==> config.mk <==
export PLATFORM = sky130hd
export DESIGN_NAME = centronics_rx
export DESIGN_NICKNAME = d
export VERILOG_FILES = /design/src/rtl/centronics_rx.sv
export SDC_FILE = /design/constraint.sdc
export NUM_CORES = 1
export LEC_CHECK = 0
export CAP_MARGIN = 40
export CORE_MARGIN = 3
export CORE_UTILIZATION = 56
export CTS_CLUSTER_DIAMETER = 150
export DETAILED_ROUTE_END_ITERATION = 10
export DONT_BUFFER_PORTS = 1
export MAX_ROUTING_LAYER = met4
export PLACE_DENSITY = 0.78
export SYNTH_ARGS = -nofsm -noshare
export SYNTH_HDL_FRONTEND = slang
export SYNTH_SLANG_ARGS = --single-unit
==> constraint.sdc <==
create_clock -name clk_8 -period 2.75 [get_ports clk_8]
set_input_delay 0.1375 -clock clk_8 [delete_from_list [all_inputs] [get_ports clk_8]]
set_output_delay 0.1375 -clock clk_8 [all_outputs]
set_load 0.03 [all_outputs]
==> src/rtl/centronics_rx.sv <==
`default_nettype none
// ============================================================================
// Module      : centronics_rx
// Description : Printer-side Centronics receiver. Captures PSG port-B bytes on
//               the falling strobe into a small FIFO, drives BUSY and ACK.
// Revision    : 1.0 - initial release
// ============================================================================
module centronics_rx #(
    parameter int DEPTH_LOG2 = 2,
    parameter int ACK_CYCLES = 40
) (
    input  logic                  clk_8,
    input  logic                  reset,
    input  logic [7:0]            pdata,
    input  logic                  pstrobe_n,
    output logic                  busy,
    output logic                  ack_n,
    output logic [7:0]            out_data,
    output logic                  out_available,
    input  logic                  out_strobe,
    output logic                  overflow,
    input  logic                  clr_overflow,
    output logic [DEPTH_LOG2:0]   count
);

    localparam int c_DEPTH = 1 << DEPTH_LOG2;
    localparam int c_ACK_W = (ACK_CYCLES > 1) ? $clog2(ACK_CYCLES) : 1;
    localparam logic [DEPTH_LOG2:0] c_FULL     = {1'b1, {DEPTH_LOG2{1'b0}}};
    localparam logic [c_ACK_W-1:0]  c_ACK_LOAD = c_ACK_W'(ACK_CYCLES - 1);

    typedef enum logic [1:0] {
        S_IDLE      = 2'd0,
        S_WAIT_HIGH = 2'd1,
        S_ACK       = 2'd2
    } state_t;

    state_t                r_state, w_state_next;
    logic                  r_strb_s1, r_strb_s2, r_strb_prev;
    logic [7:0]            r_data_s1, r_data_s2;
    logic                  r_ostrb_prev;
    logic [DEPTH_LOG2-1:0] r_wr_ptr, r_rd_ptr, w_rd_ptr_next;
    logic [DEPTH_LOG2:0]   r_count, w_count_next;
    logic [c_ACK_W-1:0]    r_ack_cnt, w_ack_cnt_next;
    logic                  r_ack_n, w_ack_n_next;
    logic                  r_busy, r_overflow;
    logic [7:0]            r_out_data, w_head_next;
    logic [7:0]            r_mem [c_DEPTH];

    logic w_fall, w_rise, w_pop, w_push_req, w_push, w_drop;

    assign w_fall     = r_strb_prev & ~r_strb_s2;
    assign w_rise     = ~r_strb_prev & r_strb_s2;
    assign w_pop      = out_strobe & ~r_ostrb_prev & (r_count != '0);
    assign w_push_req = (r_state == S_IDLE) & w_fall;
    // A full FIFO still accepts when a pop frees a slot on the same edge
    assign w_push     = w_push_req & ((r_count != c_FULL) | w_pop);
    assign w_drop     = w_push_req & ~w_push;

    assign w_count_next  = r_count + (DEPTH_LOG2+1)'(w_push) - (DEPTH_LOG2+1)'(w_pop);
    assign w_rd_ptr_next = r_rd_ptr + DEPTH_LOG2'(w_pop);
    // Bypass so the head byte is valid on the same edge it is written into an empty slot
    assign w_head_next   = (w_push && (r_wr_ptr == w_rd_ptr_next)) ? r_data_s2
                                                                   : r_mem[w_rd_ptr_next];

    always_comb begin
        w_state_next   = r_state;
        w_ack_cnt_next = r_ack_cnt;
        w_ack_n_next   = r_ack_n;
        case (r_state)
            S_IDLE: begin
                if (w_fall) w_state_next = S_WAIT_HIGH;
            end
            S_WAIT_HIGH: begin
                if (w_rise) begin
                    w_state_next   = S_ACK;
                    w_ack_cnt_next = c_ACK_LOAD;
                    w_ack_n_next   = 1'b0;
                end
            end
            S_ACK: begin
                if (r_ack_cnt == '0) begin
                    w_ack_n_next = 1'b1;
                    w_state_next = S_IDLE;
                end else begin
                    w_ack_cnt_next = r_ack_cnt - 1'b1;
                end
            end
            default: begin
                w_state_next = S_IDLE;
                w_ack_n_next = 1'b1;
            end
        endcase
    end

    always_ff @(posedge clk_8) begin
        if (reset) begin
            r_state      <= S_IDLE;
            r_strb_s1    <= 1'b0;
            r_strb_s2    <= 1'b0;
            r_strb_prev  <= 1'b0;
            r_data_s1    <= '0;
            r_data_s2    <= '0;
            r_ostrb_prev <= 1'b1;
            r_wr_ptr     <= '0;
            r_rd_ptr     <= '0;
            r_count      <= '0;
            r_ack_cnt    <= '0;
            r_ack_n      <= 1'b1;
            r_busy       <= 1'b0;
            r_overflow   <= 1'b0;
            r_out_data   <= '0;
        end else begin
            r_state      <= w_state_next;
            r_strb_s1    <= pstrobe_n;
            r_strb_s2    <= r_strb_s1;
            r_strb_prev  <= r_strb_s2;
            r_data_s1    <= pdata;
            r_data_s2    <= r_data_s1;
            r_ostrb_prev <= out_strobe;
            r_wr_ptr     <= r_wr_ptr + DEPTH_LOG2'(w_push);
            r_rd_ptr     <= w_rd_ptr_next;
            r_count      <= w_count_next;
            r_ack_cnt    <= w_ack_cnt_next;
            r_ack_n      <= w_ack_n_next;
            r_busy       <= (w_state_next != S_IDLE) | (w_count_next == c_FULL);
            r_out_data   <= w_head_next;
            if (w_drop)
                r_overflow <= 1'b1;
            else if (clr_overflow)
                r_overflow <= 1'b0;
        end
    end

    always_ff @(posedge clk_8) begin
        if (w_push) r_mem[r_wr_ptr] <= r_data_s2;
    end

    assign busy          = r_busy;
    assign ack_n         = r_ack_n;
    assign out_data      = r_out_data;
    assign out_available = (r_count != '0);
    assign overflow      = r_overflow;
    assign count         = r_count;

endmodule
`default_nettype wire

Word level (Yosys, flattened, before mapping)
Memory sizes are Yosys's and may differ from the RTL's. A register that Yosys moved wholly into a read port is not among the register bits.
Cells that the tools add are included.

word-level totals
  flip-flop bits (word level) = 38
  RAM bits = 32
  input port bits = 13
  memories = 1

operators by class
  $add $sub $neg = 5
  equality and inequality tests = 7
  mux-type cells = 14
  bitwise gates (word level) = 14
  reduce and logical (&&, ||, !) cells = 8

memories
  name   words  bits a word  read ports  clocked after Yosys merged registers in  write ports  RTL line  source
  r_mem  4      8            1           1                                        1            47        logic [7:0] r_mem [c_DEPTH];

operators with widths
  operator                                                            number
  6-bit 2-to-1 mux                                                    2
  6-bit case mux with 2 select lines                                  1
  1-bit bitwise AND                                                   7
  6-bit zero test                                                     1
  1-bit 2-to-1 mux                                                    6
  2-bit 2-to-1 mux                                                    3
  2-bit inequality test, second input constant                        3
  2-bit case mux with 3 select lines                                  1
  3-bit AND reduction                                                 2
  2-bit nonzero test                                                  3
  6-bit by 1-bit subtractor with 6-bit output, second input constant  1
  1-bit NOT                                                           5
  2-bit by 1-bit adder with 2-bit output                              2
  3-bit by 1-bit adder with 3-bit output                              1
  3-bit == test, second input constant                                1
  3-bit inequality test, second input constant                        1
  1-bit case mux with 3 select lines                                  1
  3-bit nonzero test                                                  1
  3-bit by 1-bit subtractor with 3-bit output                         1
  2-bit by 1-bit == test with 1-bit output, second input constant     1
  2-bit == test, second input constant                                1
  2-bit zero test                                                     1
  1-bit bitwise OR                                                    2

Logic depth before layout (Yosys ltp)
  word-level depth = 9
  depth in mapped cells = 12
  gate-level depth less buffers = 11

Least setup slack after synthesis
OpenSTA, ideal clock, no wires.

  path type = register -> register
  start = register r_count[1] (netlist: count[1])
  end = register r_busy (netlist: busy)
  library setup time = 0.076 ns
  arrival time = 2.839 ns
  setup slack = -0.165 ns
  cell stages (with the launch flop) = 12
  path buffers = 0
  period minus slack after synthesis = 2.915 ns
  cell sequence = dfxtp_1 or3_1 and2_1 ha_1 inv_1 ha_1 inv_1 fa_1 xor2_1 xnor2_1 or3b_1 a31oi_1

on the way
  cells in the longest elaborated chain, start to end = 8
  elaborated cells on any way between the ends = 9
  those cells by class = 2 x add/sub; 2 x eq/ne; 4 x bitwise; 1 x reduce/logical

ends and longest elaborated chain
  item                                             RTL line  source
  start: declaration                               42        logic [DEPTH_LOG2:0] r_count, w_count_next;
  start signal: assignment                         122       r_count <= w_count_next;
  3-bit nonzero test (*)                           n/a
  named net out_available                          19        output logic out_available,
  1-bit bitwise AND (*)                            53        assign w_pop = out_strobe & ~r_ostrb_prev & (r_count != '0);
  1-bit bitwise OR                                 56        assign w_push = w_push_req & ((r_count != c_FULL) | w_pop);
  1-bit bitwise AND                                56
  3-bit by 1-bit adder with 3-bit output           59        assign w_count_next = r_count + (DEPTH_LOG2+1)'(w_push) - (DEPTH_LOG2+1)'(w_pop);
  3-bit by 1-bit subtractor with 3-bit output (*)  59
  3-bit == test (*)                                125       r_busy <= (w_state_next != S_IDLE) | (w_count_next == c_FULL);
  1-bit bitwise OR (*)                             125
  end signal: assignment                           125
  end: declaration                                 45        logic r_busy, r_overflow;

The timed path passes the listed nets; every way through them passes the cells marked *.
A chain may end at the register's enable or synchronous reset.

Worst setup path in the final report
  start = register r_count[0] (netlist: count[0])
  end = register r_busy (netlist: busy)

on the way
  cells in the longest elaborated chain, start to end = 8
  elaborated cells on any way between the ends = 9
  those cells by class = 2 x add/sub; 2 x eq/ne; 4 x bitwise; 1 x reduce/logical

ends and longest elaborated chain
  item                                             RTL line
  3-bit nonzero test                               53
  1-bit bitwise AND                                53
  1-bit bitwise OR                                 56
  1-bit bitwise AND                                56
  3-bit by 1-bit adder with 3-bit output           59
  3-bit by 1-bit subtractor with 3-bit output (*)  59
  3-bit == test (*)                                125
  1-bit bitwise OR (*)                             125

Mark *: on every way between the ends. The rest lies on a longest branch, timed or not.

==> results <==
- The run finished with clean final reports.
- The cell leakage power is 1.32 nW.
- The congestion estimate from routability-driven global placement came to 0.727.
- The count of inserted antenna diode cells is 0.
- Of the cells placed in the final design, the portion with a size suffix greater than 1 is 0.289.
- Max-cap violations in this run came to 0.
- STA classifies the critical path startpoint as a register.
- The final instance area is 3630 um^2.
- The cell that appears most often on the critical path is ha_4.
- The top-area cell type share of the netlist area is 0.313.
- The synthesized netlist contains 48 unique library cells.
- For this run, the top clock speed supported by timing is 372 MHz.
- The number of DRC markers after the initial detailed-route iteration is 134.
- The largest buffer count on any clock path is 2.
- The number of synthesized flops with an enable pin is 32.
- Setup violations remaining at the end of the flow were counted as 0.
- Counting instances in the post-synthesis netlist gives the leading cell types as 46 x dfxtp_1, 32 x edfxtp_1, 23 x nor2b_1, 10 x nor2_1.
- The global router's overall resource usage is 0.184.
- The type of destination of the critical path is a register.
- Counting instances, the worst hold path has a depth of 3.
- The arrival time at the worst endpoint is 2.96 ns.
- The total number of clock tree sinks is 78.
- The floorplan has 26 rows.
- The die is 80 um tall.
- After floorplanning, the core was sized to cover 5200 um^2.
- The die width is 80 um.
- The total grt overflow is 0.
- The number of nets in the finished design is 267.
- The count of endpoints failing hold in the final timing report is 0.
- On the critical path, the stage with the largest delay is an instance of or3b_4.
- The cell with the most instances after synthesis is dfxtp_1.
- Detailed placement ended at an HPWL of 3130 um.
- The die covers 6400 um^2.
- Compared with the post-synthesis result, the final layout area differs by 18.5%.
- The boundary pin count is 28.
- In this run the worst path has a maximum fanout of 4.
- The largest total area in the synthesized netlist belongs to edfxtp_1.
- For this run, global-route usage on met2 was measured as 0.274.
- The total clock buffers created by CTS is 9.
- Of all flip-flops after synthesis, the portion carrying an async set or reset was 0.
- Measured against its own limit, the worst slew margin works out to 0.672.
- Among all flip-flop cells after synthesis, the most frequent one is dfxtp_1.
- The final core area utilization is 0.698.
- The routed design has 5090 um of wire.
- Traced cell by cell, the critical path runs through or3b_4, o21ai_4, ha_4, inv_4, ha_4, inv_2, fa_2, xor2_2, xnor2_1, or3b_1, a31oi_1.
- The number of filler cells placed in the layout is 345.
- After clock tree synthesis, the clock-pin slew on the worst setup and hold paths is 0.08 ns.
- The data required time of the worst path is 3.02 ns.
- The routing layer with the top usage in global route is met2.
- The standard cell area after detailed placement is 3200 um^2.
- The clock reaches the later pin of the worst-skew pair after 0.34 ns.
- VDD sags by at most 444 uV.
- The pin slew with the least headroom to its limit is 0.492 ns.
- The synthesis warning total is 0.
- The count of antenna-violating nets left after detailed routing is 0.
- The number of nets in the synthesized netlist is 238.
- After detailed routing, the number of remaining DRC violations is 0.
- The ratio of total power to cell area is 638 nW/um^2.
- The final setup skew is 0.00719 ns.
- In this run, synthesis produced a sequential element count of 78.
- The multi-input combinational cells in the finished layout cover a total of 1170 um^2.
- The wire length per cell is 15.8 um.
- After synthesis, the cell types taking the most area are edfxtp_1 31%, dfxtp_1 30%, mux4_1 6.9%.
- Before antenna repair, the detailed router went through 4 iterations.
- Averaged over all synthesized cells, the footprint is 14.0 um^2.
- The number of instances in the synthesized netlist is 219.
- The maximum number of pins on one net before global-route repair is 47.
- The count of buffers added on input and output ports is 0.
- The total number of H-tree levels is 3.
- The ratio of routed vias to standard cells is 5.28.
- Of the available clock period, the critical path in the final layout requires 0.977.
- The synthesized netlist occupies a cell area of 3070 um^2.
- The non-filler instance count after layout is 323.
- The aggregate negative setup slack is 0 ns.
- For this configuration, the core starts out at a cell density of 0.589.
- For this run, the slowest stage of the critical path takes 0.40 ns.
- The initial antenna violation count is 0.
- The TritonCTS clock tree is built.
- The register cell area after layout is 1890 um^2.
- The post-layout minimum cycle time is 2.69 ns.
- The number of max-slew violations in the final report came to 0.
- The cell chosen for the clock root is clkbuf_8.
- The class of the most critical hold timing path is input port to register.
- For the worst flop-to-flop path, the logic depth is 11.
- The met3 usage in global routing is 0.0395.
- The routed layout has 1,706 vias.
- The number of placed instances, taps included is 291.
- The number of global-route vias before repair is 1,756.
- For this run, global-route usage on met1 was measured as 0.233.
- The setup path with the least slack is of type register to register.
- Setup repair after global routing could not meet its margin everywhere.
- Of the synthesized area, sequential elements account for 0.614.
- The wire length of the first global-routing pass is 8390 um.
==> where the power goes <==
| group | switching (W) | leakage, nW | internal [W] | total (W) |
|---|---|---|---|---|
| clock network | 0.000391 | 0.104 | 0.000510 | 0.000901 |
| logic | 0.0000759 | 0.537 | 0.0000780 | 0.000154 |
| registers | 0.0000347 | 0.674 | 0.00123 | 0.00126 |
| total | 0.000502 | 1.32 | 0.00182 | 0.00232 |
==> routing by layer <==
metal	share of wire	up-vias	wire, um
met4	0.018	0	93
met1	0.45	810	2290
li1	-	851	-
met5	0	-	0
met3	0.040	9	206
met2	0.49	36	2500
==> area by class of cell <==
class,instances,share of cell area
Clock buffer,10,0.0351
Clock inverter,6,0.0234
Inverter,6,0.00688
Multi-Input combinational cell,125,0.321
Sequential cell,78,0.521
Tap cell,70,0.0241
Timing Repair Buffer,28,0.0688
==> final timing paths <==
| kind | from | to | slack [ns] |
|---|---|---|---|
| setup reg to reg | count[0]$_SDFF_PP0_ | busy$_SDFF_PP0_ | 0.06 |
| setup / recovery | count[0]$_SDFF_PP0_ | busy$_SDFF_PP0_ | 0.06 |
| hold / removal | reset | r_ack_cnt[3]$_SDFFE_PP0P_ | 0.02 |
| hold reg to reg | r_data_s1[0]$_SDFF_PP0_ | r_data_s2[0]$_SDFF_PP0_ | 0.44 |
==> worst max-delay path, delay by kind of cell, from the launching register on <==
kind	cells	cell delay (ns)
AO/OA/AOI/OAI	2	0.35
XOR/XNOR	2	0.32
adder cells (fa/ha/maj)	3	0.71
buffers and inverters	2	0.10
flip-flops	1	0.35
AND/OR/NAND/NOR	2	0.79
==> kinds of logic after synthesis <==
| logic type | count (synthesis) | share of synthesized area |
|---|---|---|
| AO/OA/AOI/OAI | 30 | 0.0759 |
| XOR/XNOR | 7 | 0.0269 |
| adder cells (fa/ha/maj) | 7 | 0.0302 |
| buffers and inverters | 16 | 0.0253 |
| flip-flops | 78 | 0.614 |
| multiplexers | 10 | 0.0751 |
| AND/OR/NAND/NOR | 71 | 0.153 |
==> state kept, by name, indices dropped and copies added, names as in the netlist, 3 cells and up <==
signal	flops
r_data_s2	8
r_mem	32
count	3
r_data_s1	8
out_data	8
r_ack_cnt	6
==> cell usage in the layout, fill, tap and decap left out, types with 5 or more instances in the layout <==
cell / netlist / layout
edfxtp_1: 32 / 32
nor2_1: 10 / 10
buf_4: 2 / 16
dfxtp_1: 46 / 43
nand3_2: 8 / 8
clkbuf_8: 0 / 9
dlygate4sd3_1: 0 / 11
nor2b_1: 23 / 23
o21ai_1: 8 / 8
mux4_1: 8 / 8
a21oi_2: 8 / 8
nand2_1: 5 / 5
==> metrics by stage <==
step           hold WS, ns  total power [W]  setup WS [ns]
2_1_floorplan        0.244          0.00139         0.0119
3_3_place_gp         0.209          0.00140          0.154
3_5_place_dp         0.211          0.00140          0.101
4_1_cts            0.00346          0.00232        0.00582
5_1_grt             0.0328          0.00240        -0.0771
6_report            0.0178          0.00232         0.0641
==> repair_timing <==
item / in CTS / in global routing
endpoints found under the setup margin: 0 / 1
buffers inserted: 0 / 4
gates resized for setup: 0 / 13
hold buffers: 12 / 0
endpoints found under the hold margin: 46 / 0
Power figures use the tool's default switching activity.
